===== config.mk =====
export PLATFORM = sky130hd
export DESIGN_NAME = prach_occ_ctrl_flat
export DESIGN_NICKNAME = d
export VERILOG_FILES = /design/src/rtl/prach_occ_ctrl_if.sv /design/src/rtl/prach_occ_ctrl.sv /design/src/flat_wrapper.sv
export SDC_FILE = /design/constraint.sdc
export NUM_CORES = 1
export LEC_CHECK = 0
export BUFFER_PORTS_ARGS = -buffer_cell sky130_fd_sc_hd__buf_4
export CAP_MARGIN = 20
export CORE_MARGIN = 2
export CORE_UTILIZATION = 35
export DETAILED_ROUTE_END_ITERATION = 7
export SYNTH_ARGS = -nofsm -noshare
export SYNTH_HDL_FRONTEND = slang
export SYNTH_SLANG_ARGS = --single-unit

===== constraint.sdc =====
create_clock -name clk_dsp -period 5.25 [get_ports clk_dsp]
set_input_delay 1.575 -clock clk_dsp [delete_from_list [all_inputs] [get_ports clk_dsp]]
set_output_delay 1.575 -clock clk_dsp [all_outputs]
set_load 0.01 [all_outputs]

===== src/rtl/prach_occ_ctrl_if.sv =====
`default_nettype none
// ============================================================================
// prach_occ_ctrl_if
// Beat stream, window configuration and status bundle for prach_occ_ctrl.
// Revision: 1.0
// ============================================================================
interface prach_occ_ctrl_if #(
  parameter int N_CC  = 3,
  parameter int N_ANT = 8,
  parameter int CNT_W = 20
) ();
  logic                             din_dv;
  logic [7:0]                       din_chn;
  logic                             sync_in;
  logic [N_CC-1:0]                  cfg_en;
  logic [N_CC-1:0][CNT_W-1:0]       cfg_start;
  logic [N_CC-1:0][CNT_W-1:0]       cfg_len;
  logic [N_CC-1:0][N_ANT-1:0]       cfg_ant_mask;
  logic                             err_clr;
  logic                             dout_dv;
  logic [7:0]                       dout_chn;
  logic [N_CC-1:0]                  win_gate;
  logic [N_CC-1:0]                  win_sop;
  logic [N_CC-1:0]                  win_eop;
  logic [N_CC-1:0][15:0]            occ_cnt;
  logic                             err_sync;
  logic [N_CC-1:0]                  err_abort;

  modport master (
    output din_dv, din_chn, sync_in, cfg_en, cfg_start, cfg_len, cfg_ant_mask, err_clr,
    input  dout_dv, dout_chn, win_gate, win_sop, win_eop, occ_cnt, err_sync, err_abort
  );
  modport slave (
    input  din_dv, din_chn, sync_in, cfg_en, cfg_start, cfg_len, cfg_ant_mask, err_clr,
    output dout_dv, dout_chn, win_gate, win_sop, win_eop, occ_cnt, err_sync, err_abort
  );
endinterface
`default_nettype wire


===== src/rtl/prach_occ_ctrl.sv =====
`default_nettype none
// ============================================================================
// prach_occ_ctrl
// Tracks the frame sample index and opens per-CC PRACH occasion windows.
// Revision: 1.0
// ============================================================================
module prach_occ_ctrl #(
  parameter int N_CC  = 3,
  parameter int N_ANT = 8,
  parameter int CNT_W = 20
) (
  input  wire logic           clk_dsp,
  input  wire logic           rst_dsp_n,
  prach_occ_ctrl_if.slave     bus
);
  localparam int AW = (N_ANT > 1) ? $clog2(N_ANT) : 1;
  localparam logic [AW-1:0] LAST_ANT = AW'(N_ANT - 1);

  typedef enum logic [1:0] {ST_IDLE, ST_WAIT, ST_ACTIVE, ST_DONE} state_t;

  state_t                     state_q [N_CC];
  state_t                     state_d [N_CC];
  logic [CNT_W-1:0]           rem_q [N_CC];
  logic [CNT_W-1:0]           rem_d [N_CC];
  logic [N_CC-1:0]            first_q, first_d;
  logic [N_CC-1:0]            en_q, en_d;
  logic [N_CC-1:0][CNT_W-1:0] start_q, start_d, len_q, len_d;
  logic [N_CC-1:0][N_ANT-1:0] mask_q, mask_d;
  logic [CNT_W-1:0]           idx_q, idx_d;
  logic [N_CC-1:0]            gate_q, gate_d, sop_q, sop_d, eop_q, eop_d;
  logic [N_CC-1:0][15:0]      occ_q, occ_d;
  logic                       err_sync_q, err_sync_d;
  logic [N_CC-1:0]            err_abort_q, err_abort_d;
  logic                       dv_q;
  logic [7:0]                 chn_q;

  logic [AW-1:0]    w_chn;
  logic             w_per, w_vsync, w_bad_sync;
  logic [CNT_W-1:0] w_s;

  assign w_chn      = bus.din_chn[AW-1:0];
  assign w_per      = bus.din_dv && (w_chn == LAST_ANT);
  assign w_vsync    = bus.din_dv && bus.sync_in && (w_chn == '0);
  assign w_bad_sync = bus.din_dv && bus.sync_in && (w_chn != '0);
  assign w_s        = w_vsync ? '0 : idx_q;

  always_comb begin
    idx_d       = idx_q;
    en_d        = en_q;
    start_d     = start_q;
    len_d       = len_q;
    mask_d      = mask_q;
    first_d     = first_q;
    occ_d       = occ_q;
    gate_d      = '0;
    sop_d       = '0;
    eop_d       = '0;
    err_sync_d  = w_bad_sync | (err_sync_q & ~bus.err_clr);
    err_abort_d = err_abort_q & ~{N_CC{bus.err_clr}};
    for (int i = 0; i < N_CC; i++) begin
      state_d[i] = state_q[i];
      rem_d[i]   = rem_q[i];
    end

    if (w_per)
      idx_d = (w_s == {CNT_W{1'b1}}) ? w_s : w_s + CNT_W'(1);
    else if (w_vsync)
      idx_d = '0;

    if (w_vsync) begin
      en_d    = bus.cfg_en;
      start_d = bus.cfg_start;
      len_d   = bus.cfg_len;
      mask_d  = bus.cfg_ant_mask;
    end

    for (int i = 0; i < N_CC; i++) begin
      logic             inwin;
      logic [CNT_W-1:0] rem_cur;
      logic             first_cur;
      logic [N_ANT-1:0] mask_sel;
      inwin     = 1'b0;
      rem_cur   = rem_q[i];
      first_cur = first_q[i];
      mask_sel  = w_vsync ? bus.cfg_ant_mask[i] : mask_q[i];

      // A valid sync restarts every CC from the freshly captured config
      if (w_vsync) begin
        if (state_q[i] == ST_ACTIVE)
          err_abort_d[i] = 1'b1;
        if (!bus.cfg_en[i] || bus.cfg_len[i] == '0) begin
          state_d[i] = ST_IDLE;
        end else if (bus.cfg_start[i] == '0) begin
          state_d[i] = ST_ACTIVE;
          inwin      = 1'b1;
          rem_cur    = bus.cfg_len[i];
          first_cur  = 1'b1;
        end else begin
          state_d[i] = ST_WAIT;
        end
      end else if (bus.din_dv) begin
        case (state_q[i])
          ST_WAIT: begin
            if (w_chn == '0 && w_s == start_q[i]) begin
              state_d[i] = ST_ACTIVE;
              inwin      = 1'b1;
              rem_cur    = len_q[i];
              first_cur  = 1'b1;
            end
          end
          ST_ACTIVE: inwin = 1'b1;
          default: ;
        endcase
      end

      if (inwin) begin
        gate_d[i] = mask_sel[w_chn];
        sop_d[i]  = (w_chn == '0) && first_cur;
        eop_d[i]  = w_per && (rem_cur == CNT_W'(1));
        if (w_per) begin
          first_d[i] = 1'b0;
          if (rem_cur == CNT_W'(1)) begin
            occ_d[i]   = occ_q[i] + 16'd1;
            state_d[i] = ST_DONE;
          end
          rem_d[i] = rem_cur - CNT_W'(1);
        end else begin
          first_d[i] = first_cur;
          rem_d[i]   = rem_cur;
        end
      end
    end
  end

  always_ff @(posedge clk_dsp) begin
    if (!rst_dsp_n) begin
      idx_q       <= '0;
      en_q        <= '0;
      start_q     <= '0;
      len_q       <= '0;
      mask_q      <= '0;
      first_q     <= '0;
      occ_q       <= '0;
      gate_q      <= '0;
      sop_q       <= '0;
      eop_q       <= '0;
      err_sync_q  <= 1'b0;
      err_abort_q <= '0;
      dv_q        <= 1'b0;
      chn_q       <= '0;
      for (int i = 0; i < N_CC; i++) begin
        state_q[i] <= ST_IDLE;
        rem_q[i]   <= '0;
      end
    end else begin
      idx_q       <= idx_d;
      en_q        <= en_d;
      start_q     <= start_d;
      len_q       <= len_d;
      mask_q      <= mask_d;
      first_q     <= first_d;
      occ_q       <= occ_d;
      gate_q      <= gate_d;
      sop_q       <= sop_d;
      eop_q       <= eop_d;
      err_sync_q  <= err_sync_d;
      err_abort_q <= err_abort_d;
      dv_q        <= bus.din_dv;
      chn_q       <= bus.din_chn;
      for (int i = 0; i < N_CC; i++) begin
        state_q[i] <= state_d[i];
        rem_q[i]   <= rem_d[i];
      end
    end
  end

  assign bus.dout_dv   = dv_q;
  assign bus.dout_chn  = chn_q;
  assign bus.win_gate  = gate_q;
  assign bus.win_sop   = sop_q;
  assign bus.win_eop   = eop_q;
  assign bus.occ_cnt   = occ_q;
  assign bus.err_sync  = err_sync_q;
  assign bus.err_abort = err_abort_q;
endmodule
`default_nettype wire


===== src/flat_wrapper.sv =====
// flat-port wrapper written by rule: the top's interface ports become plain ports
module prach_occ_ctrl_flat 
#(
  parameter int N_CC  = 3,
  parameter int N_ANT = 8,
  parameter int CNT_W = 20
)
  (clk_dsp, rst_dsp_n, bus_din_dv, bus_din_chn, bus_sync_in, bus_cfg_en, bus_cfg_start, bus_cfg_len, bus_cfg_ant_mask, bus_err_clr, bus_dout_dv, bus_dout_chn, bus_win_gate, bus_win_sop, bus_win_eop, bus_occ_cnt, bus_err_sync, bus_err_abort);
  prach_occ_ctrl_if #(.N_CC(N_CC), .N_ANT(N_ANT), .CNT_W(CNT_W)) bus_i ();
  input  wire logic clk_dsp;
  input  wire logic rst_dsp_n;
  input wire logic [$bits(bus_i.din_dv)-1:0] bus_din_dv;
  input wire logic [$bits(bus_i.din_chn)-1:0] bus_din_chn;
  input wire logic [$bits(bus_i.sync_in)-1:0] bus_sync_in;
  input wire logic [$bits(bus_i.cfg_en)-1:0] bus_cfg_en;
  input wire logic [$bits(bus_i.cfg_start)-1:0] bus_cfg_start;
  input wire logic [$bits(bus_i.cfg_len)-1:0] bus_cfg_len;
  input wire logic [$bits(bus_i.cfg_ant_mask)-1:0] bus_cfg_ant_mask;
  input wire logic [$bits(bus_i.err_clr)-1:0] bus_err_clr;
  output wire logic [$bits(bus_i.dout_dv)-1:0] bus_dout_dv;
  output wire logic [$bits(bus_i.dout_chn)-1:0] bus_dout_chn;
  output wire logic [$bits(bus_i.win_gate)-1:0] bus_win_gate;
  output wire logic [$bits(bus_i.win_sop)-1:0] bus_win_sop;
  output wire logic [$bits(bus_i.win_eop)-1:0] bus_win_eop;
  output wire logic [$bits(bus_i.occ_cnt)-1:0] bus_occ_cnt;
  output wire logic [$bits(bus_i.err_sync)-1:0] bus_err_sync;
  output wire logic [$bits(bus_i.err_abort)-1:0] bus_err_abort;
  assign bus_i.din_dv = bus_din_dv;
  assign bus_i.din_chn = bus_din_chn;
  assign bus_i.sync_in = bus_sync_in;
  assign bus_i.cfg_en = bus_cfg_en;
  assign bus_i.cfg_start = bus_cfg_start;
  assign bus_i.cfg_len = bus_cfg_len;
  assign bus_i.cfg_ant_mask = bus_cfg_ant_mask;
  assign bus_i.err_clr = bus_err_clr;
  assign bus_dout_dv = bus_i.dout_dv;
  assign bus_dout_chn = bus_i.dout_chn;
  assign bus_win_gate = bus_i.win_gate;
  assign bus_win_sop = bus_i.win_sop;
  assign bus_win_eop = bus_i.win_eop;
  assign bus_occ_cnt = bus_i.occ_cnt;
  assign bus_err_sync = bus_i.err_sync;
  assign bus_err_abort = bus_i.err_abort;
  prach_occ_ctrl #(.N_CC(N_CC), .N_ANT(N_ANT), .CNT_W(CNT_W)) u_core (.clk_dsp(clk_dsp), .rst_dsp_n(rst_dsp_n), .bus(bus_i));
endmodule

**Word-level counts from Yosys, hierarchy flattened**

Memory sizes are Yosys's and may differ from the RTL's.
Cells that the tools add are included.

- Flip-flop bits (word level): 237
- Memory bits (writable): 66
- Bits of input ports: 160
- Output and inout port bits: 70
- Word-level logic and storage cells: 213
- Memories kept: 2

Memories:

| name | depth | bits a word | read ports | clocked after memory_dff | write ports | RTL line | RTL |
|---|---|---|---|---|---|---|---|
| u_core.rem_q | 3 | 20 | 3 | 0 | 3 | prach_occ_ctrl.sv:23 | `logic [CNT_W-1:0] rem_q [N_CC];` |
| u_core.state_q | 3 | 2 | 3 | 0 | 3 | prach_occ_ctrl.sv:21 | `state_t state_q [N_CC];` |

- Add/subtract/negate cells: 7
- $lt $le $gt $ge: 1
- Eq/ne operators: 14
- Mux-type cells: 116
- Bitwise operators: 11
- Reduce and logical (&&, ||, !) cells: 33

Operator list:

| kind | number |
|---|---|
| $mux 20 | 30 |
| $logic_not 20->1 | 6 |
| $eq 20x1->1 const B | 3 |
| $eq 20x20->1 | 3 |
| $mux 2 | 30 |
| $sub 20x1->20 const B | 3 |
| $add 16x1->16 const B | 3 |
| $mux 1 | 47 |
| $mux 8 | 3 |
| $add 20x1->20 const B | 1 |
| $eq 20x20->1 const B | 1 |
| $logic_and 1x1->1 | 13 |
| $bmux 1 s3 | 3 |
| $reduce_and 3->1 | 3 |
| $or 1x1->1 | 7 |
| $eq 2x1->1 const B | 3 |
| $eq 2x2->1 const B | 3 |
| $pmux 1 s2 | 3 |
| $reduce_and 2->1 | 3 |
| $lt 3x4->1 const B | 1 |
| $and 3x3->3 | 1 |
| $eq 3x3->1 const B | 1 |
| $logic_not 1->1 | 3 |
| $logic_not 3->1 | 1 |
| other kinds (5) | 7 |

**Longest topological paths before layout**

- Depth after elaboration: 14
- Mapped depth: 21

**Worst setup path before layout**

OpenSTA, ideal clock, no wires.

- Kind: input-to-reg
- From: in bus_din_chn[2]
- To: reg u_core.occ_q (netlist bit u_core.bus.occ_cnt[27])
- Arrival: 5.401 ns
- Setup slack: -0.221 ns
- Cell stages on the path: 15
- Path buffers: 2
- Cell sequence: buf_6 -> or3_4 -> buf_6 -> nor2_8 -> or4_4 -> a2111o_1 -> o31ai_1 -> o21bai_1 -> inv_1 -> ha_1 -> o2111a_1 -> nand4_1 -> or3_4 -> or4_1 -> a21oi_1

- Word-level cells in the longest chain between the ends: 11

RTL lines:

| element | RTL line | RTL |
|---|---|---|
| from (decl) | flat_wrapper.sv:13 | `input wire logic [$bits(bus_i.din_chn)-1:0] bus_din_chn;` |
| $logic_not 3->1 | prach_occ_ctrl.sv:43, prach_occ_ctrl.sv:104 |  |
| $logic_and 1x1->1 | prach_occ_ctrl.sv:43 | `assign w_vsync = bus.din_dv && bus.sync_in && (w_chn == '0);` |
| $mux 20 | prach_occ_ctrl.sv:45 | `assign w_s = w_vsync ? '0 : idx_q;` |
| $eq 20x20->1 | prach_occ_ctrl.sv:104 | `if (w_chn == '0 && w_s == start_q[i]) begin` |
| $logic_and 1x1->1 | prach_occ_ctrl.sv:104 |  |
| $mux 20 | prach_occ_ctrl.sv:104 |  |
| $mux 20 | prach_occ_ctrl.sv:102 | `case (state_q[i])` |
| $mux 20 | prach_occ_ctrl.sv:101 | `end else if (bus.din_dv) begin` |
| $mux 20 | prach_occ_ctrl.sv:88 | `if (w_vsync) begin` |
| $eq 20x1->1 | prach_occ_ctrl.sv:122 | `if (rem_cur == CNT_W'(1)) begin` |
| $reduce_and 3->1 (no line) * | -- |  |
| to (signal assigned) | prach_occ_ctrl.sv:143 | `occ_q <= '0;` |
| to (signal assigned) | prach_occ_ctrl.sv:162 | `occ_q <= occ_d;` |
| to (decl) | prach_occ_ctrl.sv:31 | `logic [N_CC-1:0][15:0] occ_q, occ_d;` |

Mark *: on every way between the ends. The rest lies on a longest branch, timed or not.
A chain may end at the register's enable or synchronous reset.

**Final worst setup path**

- From: in bus_din_chn[2]
- To: reg u_core.occ_q (netlist bit u_core.bus.occ_cnt[20])

The elaborated chain is that of the path after synthesis.

==> summary.txt <==
Clock network
  • CTS tree: done
  • Clk Latency, worst-skew pair: 560 ps
  • Clock-pin slew on the worst setup and hold paths: 60 ps
  • Hold_buf cts: 0
  • CTS Buf Count: 38
  • Cts repair resizes: 0
  • Clock sink count: 303
  • Root buffer cell: clkbuf_16
  • Clock buffer depth: 3
  • Post-CTS Setup Bufs: 0
  • H-tree levels: 2

Routing
  • Initial DRC Count: 1,432
  • DRT Pass-1 Iters: 5
  • Post-DRT Antenna Nets: 0
  • Drt wl/cell: 19.1 µm
  • Drt drc: 0
  • Routed wire length: 58,600 µm
  • Vias per cell: 5.60
  • Vias: 17,100

STA
  • Final worst path period share: 0.934
  • Worst-Margin Slew: 861 ps
  • Final Skew: 22.9 ps
  • Final setup violation count: 0
  • Maximum clock rate: 204 MHz
  • Slew margin rel.: 0.426
  • Fin. max-slew vios: 0
  • Final hold vios: 0
  • Final Worst Setup Slack: 346 ps
  • Setup TNS: 0 ps
  • Min Tclk post-route: 4900 ps
  • RSZ-0062 raised after global routing: false

GRT
  • Met1 usage: 0.318
  • GR peak layer: met2
  • Gr usage total: 0.243
  • Initial antenna violation count: 1
  • First-pass GRT wire length: 91,900 µm
  • Grt total ovfl: 0
  • Largest net degree at the start of global routing: 108
  • Vias in the first global route: 16,500
  • GR Layer Usage met2: 0.396
  • M3 GR Usage: 0.0504

Placed design
  • Setup WS pre-CTS: -168 ps
  • IO buf count: 229
  • Gpl congestion: 0.931
  • Detail Placement HPWL: 43,600 µm

Synth
  • Synth Flop Type: dfxtp_1
  • FF+latch count, synth: 303
  • Synthesized instance count: 2,107
  • Syn Area/Cell: 7.63 µm²
  • YS warnings: 0
  • Post-synthesis sequential area ratio: 0.377
  • Synth cell types: 86
  • Asr flop ratio synth: 0
  • Post-synth EDFFs: 0
  • Post-Syn Area: 16,100 µm²
  • Syn nets: 2,283

Die
  • Die H: 218 µm
  • Core area: 45,400 µm²
  • Area of the die: 47,700 µm²
  • # rows: 78
  • I/O pin count: 230
  • Die Wd: 218 µm
  • Initial Util: 0.354

Setup path
  • Critical path, cell by cell: buf_4 -> or3_4 -> nor2_8 -> nand4_1 -> a2111o_1 -> buf_4 -> nor3_1 -> o21ai_0 -> a221oi_2 -> nand4_2 -> or3_4 -> buf_4 -> or3_1 -> a21oi_1
  • WP data required: 5720 ps
  • CP dominant cell by count: buf_4
  • Critical Path Slowest Stage Cell: a2111o_1
  • Nature of the critical path endpoint: register
  • CP Max Fanout: 13
  • WP data arrival: 5380 ps
  • Worst path max stage delay: 500 ps
  • Startpoint Class: input pin
  • Worst Setup Path Type: in2reg

Cells and area
  • Layout cell share with drive strength beyond 1: 0.209
  • Final net count: 2,609
  • Area delta synth->final: 29.0%
  • Most frequent cells in the layout: nand2_1, buf_4, dfxtp_1, a21oi_1, nor2_1
  • Most common cell after layout, fill and taps aside: nand2_1
  • Final core utilization: 0.457

Run
  • Max_cap viols: 0

Power
  • Pleak: 7.72 nW
  • Power per cell area: 256 nW/µm²
  • Worst vdd ir: 0.000273 V

Hold path
  • Type of the most critical hold path: reg2reg

Outcome
  • Status: complete, no violations
[metal layers]
layer	part of all wire	wire (µm)
met5	0	0
met2	0.46	26900
met1	0.44	25800
met4	0.030	1760
met3	0.072	4200
[critical path, delay by kind of cell]
family	cells	cell delay [ps]
buf+inv	3	500
compound gates	4	1150
simple gates	7	2140
[stage by stage]
step | cell area [µm²] | cells | hold slack, ps | power, mW
after floorplan | 16100 | 2107 | 427 | 2.52
after global placement | 19500 | 2993 | 441 | 2.73
after detailed placement | 19500 | 2993 | 445 | 2.73
after CTS | 20700 | 3061 | 453 | 5.37
after global routing | 20700 | 3062 | 474 | 5.50
final | 20700 | 3062 | 450 | 5.31
[sequential cells by signal, indices dropped and copies added (netlist names)]
signal                cells
u_core.idx_q             20
u_core.bus.occ_cnt       48
u_core.bus.win_eop        3
u_core.bus.win_sop        3
u_core.bus.err_abort      3
u_core.bus.win_gate       3
u_core.len_q             60
u_core.state_q            6
u_core.bus.dout_dv        1
u_core.bus.err_sync       1
u_core.start_q           60
u_core.first_q            3
u_core.rem_q             60
u_core.bus.dout_chn       8
u_core.mask_q            24
[kinds of logic (layout without fill, tap and decap cells)]
group,after synthesis,count (layout),share of synthesized area
buffers and inverters,181,535,0.0451
muxes,29,29,0.0228
adders and majority gates,16,16,0.0125
AOI/OAI and AO/OA,524,524,0.208
other,0,1,0
xor gates and xnor gates,76,76,0.0414
and+or+nand+nor,978,978,0.293
DFF,303,303,0.377
[cell usage after synthesis, types with 23 or more instances]
library cell | n | area [µm²]
a21oi_1 | 222 | 1110
clkbuf_1 | 102 | 383
dfxtp_1 | 303 | 6070
inv_1 | 62 | 233
nand2_1 | 433 | 1630
nand2b_1 | 29 | 181
nand3_1 | 73 | 365
nand4_1 | 37 | 231
nor2_1 | 132 | 495
nor2b_1 | 38 | 238
nor3_1 | 53 | 265
nor4_1 | 55 | 344
o21ai_0 | 71 | 355
o22ai_1 | 23 | 144
or3_1 | 25 | 156
xnor2_1 | 49 | 429
xor2_1 | 27 | 236
[layout make-up]
class                           count  area, µm²
Multi-Input combinational cell   1623       9360
Clock inverter                     16        155
Timing Repair Buffer              405       3080
Tap cell                          600        751
Clock buffer                       52       1090
Inverter                           62        238
Fill cell                        4560      24600
Antenna cell                        1       2.50
Sequential cell                   303       6070
[where the power goes]
group,leakage [nW],switching [mW],internal [mW]
registers,2.44,0.0157,2.32
clock network,0.623,1.07,1.56
logic,4.65,0.194,0.155
[worst paths after layout]
kind | from | end | slack [ps] | cells after the start
setup / recovery | bus_din_chn[2] | u_core.bus.occ_cnt[20] | 350 | 14
hold / removal | u_core.mask_q[9] | u_core.mask_q[9] | 450 | 2
setup reg to reg | u_core.idx_q[17] | u_core.bus.occ_cnt[20] | 970 | 13
hold reg to reg | u_core.mask_q[9] | u_core.mask_q[9] | 450 | 2
(Power assumes the default switching activity.)
